===== config.mk =====
export PLATFORM = sky130hd
export DESIGN_NAME = mem_port_arbiter
export DESIGN_NICKNAME = d
export VERILOG_FILES = /design/src/rtl/mem_port_arbiter_pkg.sv /design/src/rtl/mem_port_arbiter_sat_counter.sv /design/src/rtl/mem_port_arbiter.sv
export SDC_FILE = /design/constraint.sdc
export NUM_CORES = 1
export LEC_CHECK = 0
export ABC_AREA = 1
export CORE_AREA = 3 3 297 299
export CTS_CLUSTER_SIZE = 28
export DETAILED_ROUTE_END_ITERATION = 10
export DIE_AREA = 0 0 300 302
export DONT_BUFFER_PORTS = 1
export HOLD_SLACK_MARGIN = 0.08
export PLACE_DENSITY_LB_ADDON = 0.25
export REMOVE_ABC_BUFFERS = 1
export SLEW_MARGIN = 15
export SYNTH_ARGS = -nofsm -noshare
export SYNTH_HDL_FRONTEND = slang
export SYNTH_SLANG_ARGS = --single-unit

===== constraint.sdc =====
create_clock -name clk -period 1.4 [get_ports clk]
set_input_delay 0.21 -clock clk [delete_from_list [all_inputs] [get_ports clk]]
set_output_delay 0.21 -clock clk [all_outputs]
set_load 0.005 [all_outputs]

===== src/rtl/mem_port_arbiter_pkg.sv =====
// Shared types and default widths for the I/D line-memory port arbiter.
package mem_arb_pkg;

    localparam int unsigned ADDR_W_DEF = 28;
    localparam int unsigned DATA_W_DEF = 128;
    localparam int unsigned CNT_W_DEF  = 16;

    typedef enum logic [1:0] {
        ST_IDLE    = 2'd0,
        ST_BUSY    = 2'd1,
        ST_RELEASE = 2'd2
    } state_t;

    typedef enum logic {
        GNT_I = 1'b0,
        GNT_D = 1'b1
    } gnt_t;

endpackage


===== src/rtl/mem_port_arbiter_sat_counter.sv =====
// Saturating up-counter with synchronous clear; holds at all-ones.
module sat_counter #(
    parameter int unsigned CNT_W = 16
) (
    input  logic             clk,
    input  logic             clear,
    input  logic             inc,
    output logic [CNT_W-1:0] count
);

    always_ff @(posedge clk) begin
        if (clear) begin
            count <= '0;
        end else if (inc && (count != '1)) begin
            count <= count + CNT_W'(1);
        end
    end

endmodule


===== src/rtl/mem_port_arbiter.sv =====
// Round-robin arbiter sharing one line-memory port between I-cache and D-cache.
module mem_port_arbiter
    import mem_arb_pkg::*;
#(
    parameter int unsigned ADDR_W = ADDR_W_DEF,
    parameter int unsigned DATA_W = DATA_W_DEF,
    parameter int unsigned CNT_W  = CNT_W_DEF
) (
    input  logic              clk,
    input  logic              proc_reset,
    input  logic              i_mem_read,
    input  logic              i_mem_write,
    input  logic [ADDR_W-1:0] i_mem_addr,
    output logic [DATA_W-1:0] i_mem_rdata,
    output logic              i_mem_ready,
    input  logic              d_mem_read,
    input  logic              d_mem_write,
    input  logic [ADDR_W-1:0] d_mem_addr,
    input  logic [DATA_W-1:0] d_mem_wdata,
    output logic [DATA_W-1:0] d_mem_rdata,
    output logic              d_mem_ready,
    output logic              mem_read,
    output logic              mem_write,
    output logic [ADDR_W-1:0] mem_addr,
    output logic [DATA_W-1:0] mem_wdata,
    input  logic [DATA_W-1:0] mem_rdata,
    input  logic              mem_ready,
    output logic [CNT_W-1:0]  grant_cnt_i,
    output logic [CNT_W-1:0]  grant_cnt_d,
    output logic              proto_err
);

    state_t state, state_nx;
    gnt_t   gnt, last_grant, pick;
    logic   req_i, req_d, grant_go;

    assign req_i    = i_mem_read;
    assign req_d    = d_mem_read | d_mem_write;
    assign grant_go = (state == ST_IDLE) && (req_i || req_d);

    // On a tie, whoever was not served last wins.
    always_comb begin
        pick = GNT_I;
        if (req_i && req_d) begin
            pick = (last_grant == GNT_I) ? GNT_D : GNT_I;
        end else if (req_d) begin
            pick = GNT_D;
        end
    end

    always_ff @(posedge clk) begin
        if (proc_reset) begin
            state <= ST_IDLE;
        end else begin
            state <= state_nx;
        end
    end

    always_comb begin
        state_nx = state;
        case (state)
            ST_IDLE:    if (req_i || req_d) state_nx = ST_BUSY;
            ST_BUSY:    if (mem_ready) state_nx = ST_RELEASE;
            ST_RELEASE: state_nx = ST_IDLE;
            default:    state_nx = ST_IDLE;
        endcase
    end

    always_ff @(posedge clk) begin
        if (proc_reset) begin
            mem_read   <= 1'b0;
            mem_write  <= 1'b0;
            mem_addr   <= '0;
            mem_wdata  <= '0;
            gnt        <= GNT_I;
            last_grant <= GNT_D;
            proto_err  <= 1'b0;
        end else begin
            if (i_mem_write) begin
                proto_err <= 1'b1;
            end
            if (grant_go) begin
                gnt        <= pick;
                last_grant <= pick;
                if (pick == GNT_I) begin
                    mem_addr  <= i_mem_addr;
                    mem_wdata <= '0;
                    mem_read  <= 1'b1;
                    mem_write <= 1'b0;
                end else begin
                    // A simultaneous read+write from the D-cache is served as the write.
                    mem_addr  <= d_mem_addr;
                    mem_wdata <= d_mem_wdata;
                    mem_write <= d_mem_write;
                    mem_read  <= d_mem_read & ~d_mem_write;
                    if (d_mem_read && d_mem_write) begin
                        proto_err <= 1'b1;
                    end
                end
            end else if ((state == ST_BUSY) && mem_ready) begin
                mem_read  <= 1'b0;
                mem_write <= 1'b0;
            end
        end
    end

    always_comb begin
        i_mem_ready = 1'b0;
        d_mem_ready = 1'b0;
        i_mem_rdata = '0;
        d_mem_rdata = '0;
        if (state == ST_BUSY) begin
            if (gnt == GNT_I) begin
                i_mem_ready = mem_ready;
                i_mem_rdata = mem_rdata;
            end else begin
                d_mem_ready = mem_ready;
                d_mem_rdata = mem_rdata;
            end
        end
    end

    sat_counter #(.CNT_W(CNT_W)) u_cnt_i (
        .clk   (clk),
        .clear (proc_reset),
        .inc   (grant_go && (pick == GNT_I)),
        .count (grant_cnt_i)
    );

    sat_counter #(.CNT_W(CNT_W)) u_cnt_d (
        .clk   (clk),
        .clear (proc_reset),
        .inc   (grant_go && (pick == GNT_D)),
        .count (grant_cnt_d)
    );

endmodule


Word level (Yosys, flattened, before mapping)
Cells that the tools add are included. Widths: inputs -> output; s select.

Register bits: 195. Input bits: 319. Output and inout bits: 449. Logic and storage cells: 58.

Add/sub/neg operators: 2. Equality and inequality tests: 5. Multiplexer cells: 25. Bitwise gates (word level): 4. Reductions and logical operators: 12.

Operator list (count): $mux 128 (5); $add 16x1->16 const B (2); $ne 16x16->1 const B (2); $mux 28 (1); $mux 1 (16); $logic_and 1x1->1 (8); $mux 2 (2); $pmux 2 s2 (1); $eq 2x1->1 const B (1); $logic_not 2->1 (1); $ne 2x1->1 const B (1); $ne 2x2->1 const B (1); $not 1->1 (2); $reduce_and 2->1 (1); $reduce_bool 2->1 (1); $and 1x1->1 (1); $logic_or 1x1->1 (1); $or 1x1->1 (1).

Depth between registers and ports, before layout
Word-level depth: 6. Gate-level depth with buffers: 9. Gate-level depth less buffers: 9.

Modules after synthesis
From an unflattened synthesis, not the netlist that was laid out.

Cell total of the unflattened synthesis: 1602. Area total of the unflattened synthesis: 10226.1 µm².

By module, submodules not included: mem_port_arbiter (times used 1, cells each 1304, area an instance 8366.8 µm², sequential area each 3263.1 µm²); sat_counter (times used 2, cells each 149, area an instance 929.6 µm², sequential area each 320.3 µm²).

Worst setup path after synthesis
OpenSTA, ideal clock, no wires.

Kind: register to register. Start point: register u_cnt_d.count[0]. End point: register u_cnt_d.count[11]. Arrival: 1356 ps. Required time: 1285 ps. Setup slack: -71 ps. Cell stages (with the launch flop): 8. Buffers on the path: 1. Clock period less this slack: 1471 ps. Path through: dfxtp_1 > ha_1 > nand3_1 > nor2_1 > nand3_1 > buf_4 > a21oi_1 > nor2_1.

Cells in the longest elaborated chain, start to end: 2. Elaborated cells between the ends (all ways): 3.

Ends and longest elaborated chain: from (decl) (RTL line mem_port_arbiter_sat_counter.sv:8) `output logic [CNT_W-1:0] count`; from (signal assigned) (RTL line mem_port_arbiter_sat_counter.sv:15) `count <= count + CNT_W'(1);`; parallel branches: the longest is 2 deep, another holds $add 16x1->16.

Parallel ways; which one is timed is not known. A chain may end at the register's enable or synchronous reset.

Worst setup path after layout
Start point: register state[1]. End point: output port d_mem_rdata[39].

Cells in the longest elaborated chain, start to end: 2.

Ends and longest elaborated chain: from (decl) (RTL line mem_port_arbiter.sv:33) `state_t state, state_nx;`; from (signal assigned) (RTL line mem_port_arbiter.sv:55) `state <= state_nx;`; $eq 2x1->1 (RTL line mem_port_arbiter.sv:112) `if (state == ST_BUSY) begin`; $mux 128 (RTL line mem_port_arbiter.sv:112); to (decl) (RTL line mem_port_arbiter.sv:20) `output logic [DATA_W-1:0] d_mem_rdata,`.

No other way between the ends.

==> impl_results.md <==
- Netlist cell types: 30
- Worst hold path type: input port to register
- Clock Path Buffers: 2
- Critical Path Start Type: register
- TritonCTS clock tree: built
- Least-Margin Pin Slew: 0.6688 ns
- Worst setup EP type: output pin
- Worst Setup SP: state[1]$_SDFFE_PP0P_
- Largest net degree at the start of global routing: ~140
- Clk slew on worst S/H paths: about 0.080 ns
- Vias/cell: 3.980
- Failing checks: negative hold slack, negative setup slack
- Ratio of final minimum period to clock period: 138.0%
- Asr flop ratio synth: 0%
- Vias in the first global route: 10800
- CTS Buf Count: 17
- Skew final: between 0.015 and 0.02 ns
- Synth Cell Area: 9878 µm²
- Post-Synthesis Cells: about 1500
- Final wirelength: approximately 65 mm
- RSZ-0062 raised after global routing: true
- Peak Freq: 0.5176 GHz
- Max-cap viol count: 0
- Worst VDD drop: 0.0007697 V
- Chip Height: 302 µm
- Max stage delay on crit path: 0.36 ns
- Register area share after synthesis: roughly two fifths
- Layout cells sized above 1: 29.73%
- Global route overflow: 0
- Final Max Slew Viols: 0
- R2R Path Start: state[1]$_SDFFE_PP0P_
- Setup CP Type: register to output pin
- 1st-iter DRT viols: 800
- Hold Path Origin: proc_reset
- Overall Global Routing Usage: 13.29%
- Final Setup Violations: 451
- Root Buffer: clkbuf_16
- Std cell rows: approximately 110
- Layout area overhead: 64.46%
- Syn avg cell area: 6.507 µm²
- #FFs+latches synth: 195
- IO Count: 768
- Fillcell total: around 9600
- Crit path buf inv count: 4
- Final Critical Period: 1.932 ns
- Slew headroom: between 50% and 60%
- WHS: -0.1982 ns
- Nets: 2064
- Synth Flop Type: dfxtp_1
- Avg WL per Cell: 22.49 µm
- Status: finished with violations
- Hold Vio Cnt, Final: 138
- Yosys warns: 0
- Worst endpoint data arrival time: 1.72 ns
- Initial Util: 11.57%
- Place WS: -0.2680 ns
- 1st-pass router iterations: 5
- Clock Latency Late Sink: roughly 0.5 ns
- Setup TNS: -158.75 ns
- CP most frequent cell: buf_4
- H-tree depth: 4
- # DRC: 0
- PwrDens: 984.1 nW/µm²
- Post-route antenna net violation count: 0
- LEAKAGE: 6.309 nW
- Worst EP required: between 1 and 1.5 ns
- Die X-Extent: 300 µm
- Routed vias: 11550
- First-pass GRT wire length: 85.05 mm
- Detailed placement HPWL: 51.69 mm
- Multi-input logic area: 6372 µm²
- GPL Wtd Cong: just under 1
- Clock sink total: between 150 and 200
- Crit path max fanout: 13
- Initial antenna violation count: 32
- Post-synth EDFFs: 0
- IO buf count: 0
- Worst path slowest cell: dfxtp_4
- Crit path cell chain: inv_4 -> nand2_8 -> bufbuf_16 -> buf_4 -> nor3_2 -> buf_4
- Worst path top cell family by delay: buffers and inverters
- Setup WS post-layout: -0.5318 ns
- Core area: 85410 µm²
- Storage cell area: 3913 µm²
- Die Area: 90600 µm²
==> worst reg2reg max path, cell delays in order, from the launching register on <==
cell	delay, ns
dfxtp_4	0.36
buf_4	0.14
nor2_2	0.24
nand3_1	0.21
inv_4	0.11
buf_12	0.22
buf_4	0.25
nand2_1	0.05
a21oi_1	0.13
==> layout make-up <==
cell class	count	share of cell area, %
Clock inverter	8	0.5545
Multi-Input combinational cell	1032	39.23
Timing Repair Buffer	329	20.25
Inverter	168	3.959
Antenna cell	2	0.03081
Tap cell	1144	8.811
Sequential cell	195	24.08
Clock buffer	24	3.088
==> synthesized netlist by cell type, types with 6 or more instances <==
cell type | n | area share, %
a21oi_1 | 205 | 10
buf_1 | 7 | 0.27
buf_2 | 30 | 1.5
buf_4 | 24 | 1.8
clkbuf_1 | 59 | 2.2
dfxtp_1 | 195 | 40
inv_1 | 163 | 6.2
nand2_1 | 369 | 14
nand2_2 | 6 | 0.38
nand3_1 | 40 | 2.0
nand4_1 | 8 | 0.51
nor2_1 | 82 | 3.1
nor3_1 | 256 | 13
o21ai_0 | 34 | 1.7
xor2_1 | 7 | 0.62
==> final timing paths <==
| check | end | slack (ns) | cells after the start |
|---|---|---|---|
| setup / recovery | d_mem_rdata[39] | -0.53 | 6 |
| hold reg to reg | mem_read$_SDFFE_PP0P_ | 0.47 | 2 |
| setup reg to reg | mem_wdata[73]$_SDFFE_PP0P_ | -0.37 | 8 |
| hold / removal | mem_wdata[108]$_SDFFE_PP0P_ | -0.20 | 1 |
==> metrics by stage <==
stage | hold slack (ns) | instances | total power, mW | utilization (%) | instance area, µm²
4_1_cts | -0.2565 | 2859 | 15.64 | 17.29 | 14770
3_5_place_dp | 0.2930 | 2765 | 9.869 | 14.86 | 12690
2_1_floorplan | 0.2724 | 1395 | 8.092 | - | 9273
6_report | -0.1982 | 2902 | 15.99 | 19.02 | 16250
3_3_place_gp | 0.2932 | 2765 | 9.836 | 14.86 | 12690
5_1_grt | -0.2449 | 2901 | 16.84 | 19.02 | 16240
==> power breakdown <==
| part | switching, mW | internal (mW) |
|---|---|---|
| logic | 2.75 | 1.79 |
| registers | 0.389 | 5.97 |
| clock network | 2.38 | 2.72 |
==> routing by layer <==
| metal | track usage (%) | vias up | share of wire, % |
|---|---|---|---|
| li1 | - | 5350 | - |
| met4 | 3.553 | 12 | 2.8 |
| met5 | 0 | - | 0.11 |
| met3 | 4.888 | 123 | 8.6 |
| met2 | 24.59 | 588 | 52 |
| met1 | 14.17 | 5478 | 36 |
==> repair_timing <==
action | 4_1_cts | 5_1_grt
hold endpoints to repair | 170 | 139
resized for setup | 161 | 192
endpoints found under the setup margin | 452 | 453
pin swaps | 0 | 2
cloned | 2 | 8
buffers inserted | 2 | 7
hold buffers | 59 | 26
==> registers in the layout, summed over array words and instances, names as in the netlist <==
register / cells
mem_wdata: 128
mem_addr: 28
u_cnt_d.count: 16
u_cnt_i.count: 16
state: 2
gnt: 1
last_grant: 1
mem_read: 1
mem_write: 1
proto_err: 1
==> layout by cell type (no fill, tap or decap), types with 2 or more instances in the layout <==
cell,count
o21ai_0,34
nor2_2,5
buf_4,182
a21oi_2,4
inv_6,4
ha_1,2
dfxtp_1,192
diode_2,2
nand3b_1,2
nand2_1,368
buf_16,5
buf_8,4
nor2_4,7
nand2_8,2
nor2_1,79
clkbuf_16,24
clkbuf_1,2
dfxtp_4,2
nand2_2,6
dlygate4sd3_1,85
buf_12,18
buf_6,26
inv_1,159
nand4_1,8
or2_2,2
inv_4,3
nor3_4,88
clkinv_4,3
nor3_1,48
xor2_1,7
nor3_2,121
inv_2,5
nand3_1,40
clkbuf_8,6
a21oi_1,205
==> logic make-up (layout without fill, tap and decap cells) <==
kind of cell,Yosys count,after routing,share of synthesized area (%)
simple gates,777,777,34.40
fa+ha+maj,2,2,0.2533
flops,195,195,39.52
compound gates,246,246,12.69
other cells,0,2,0
buf+inv,291,529,12.51
xor+xnor,7,7,0.6207
Note: power is estimated with default switching activity, not from simulation.
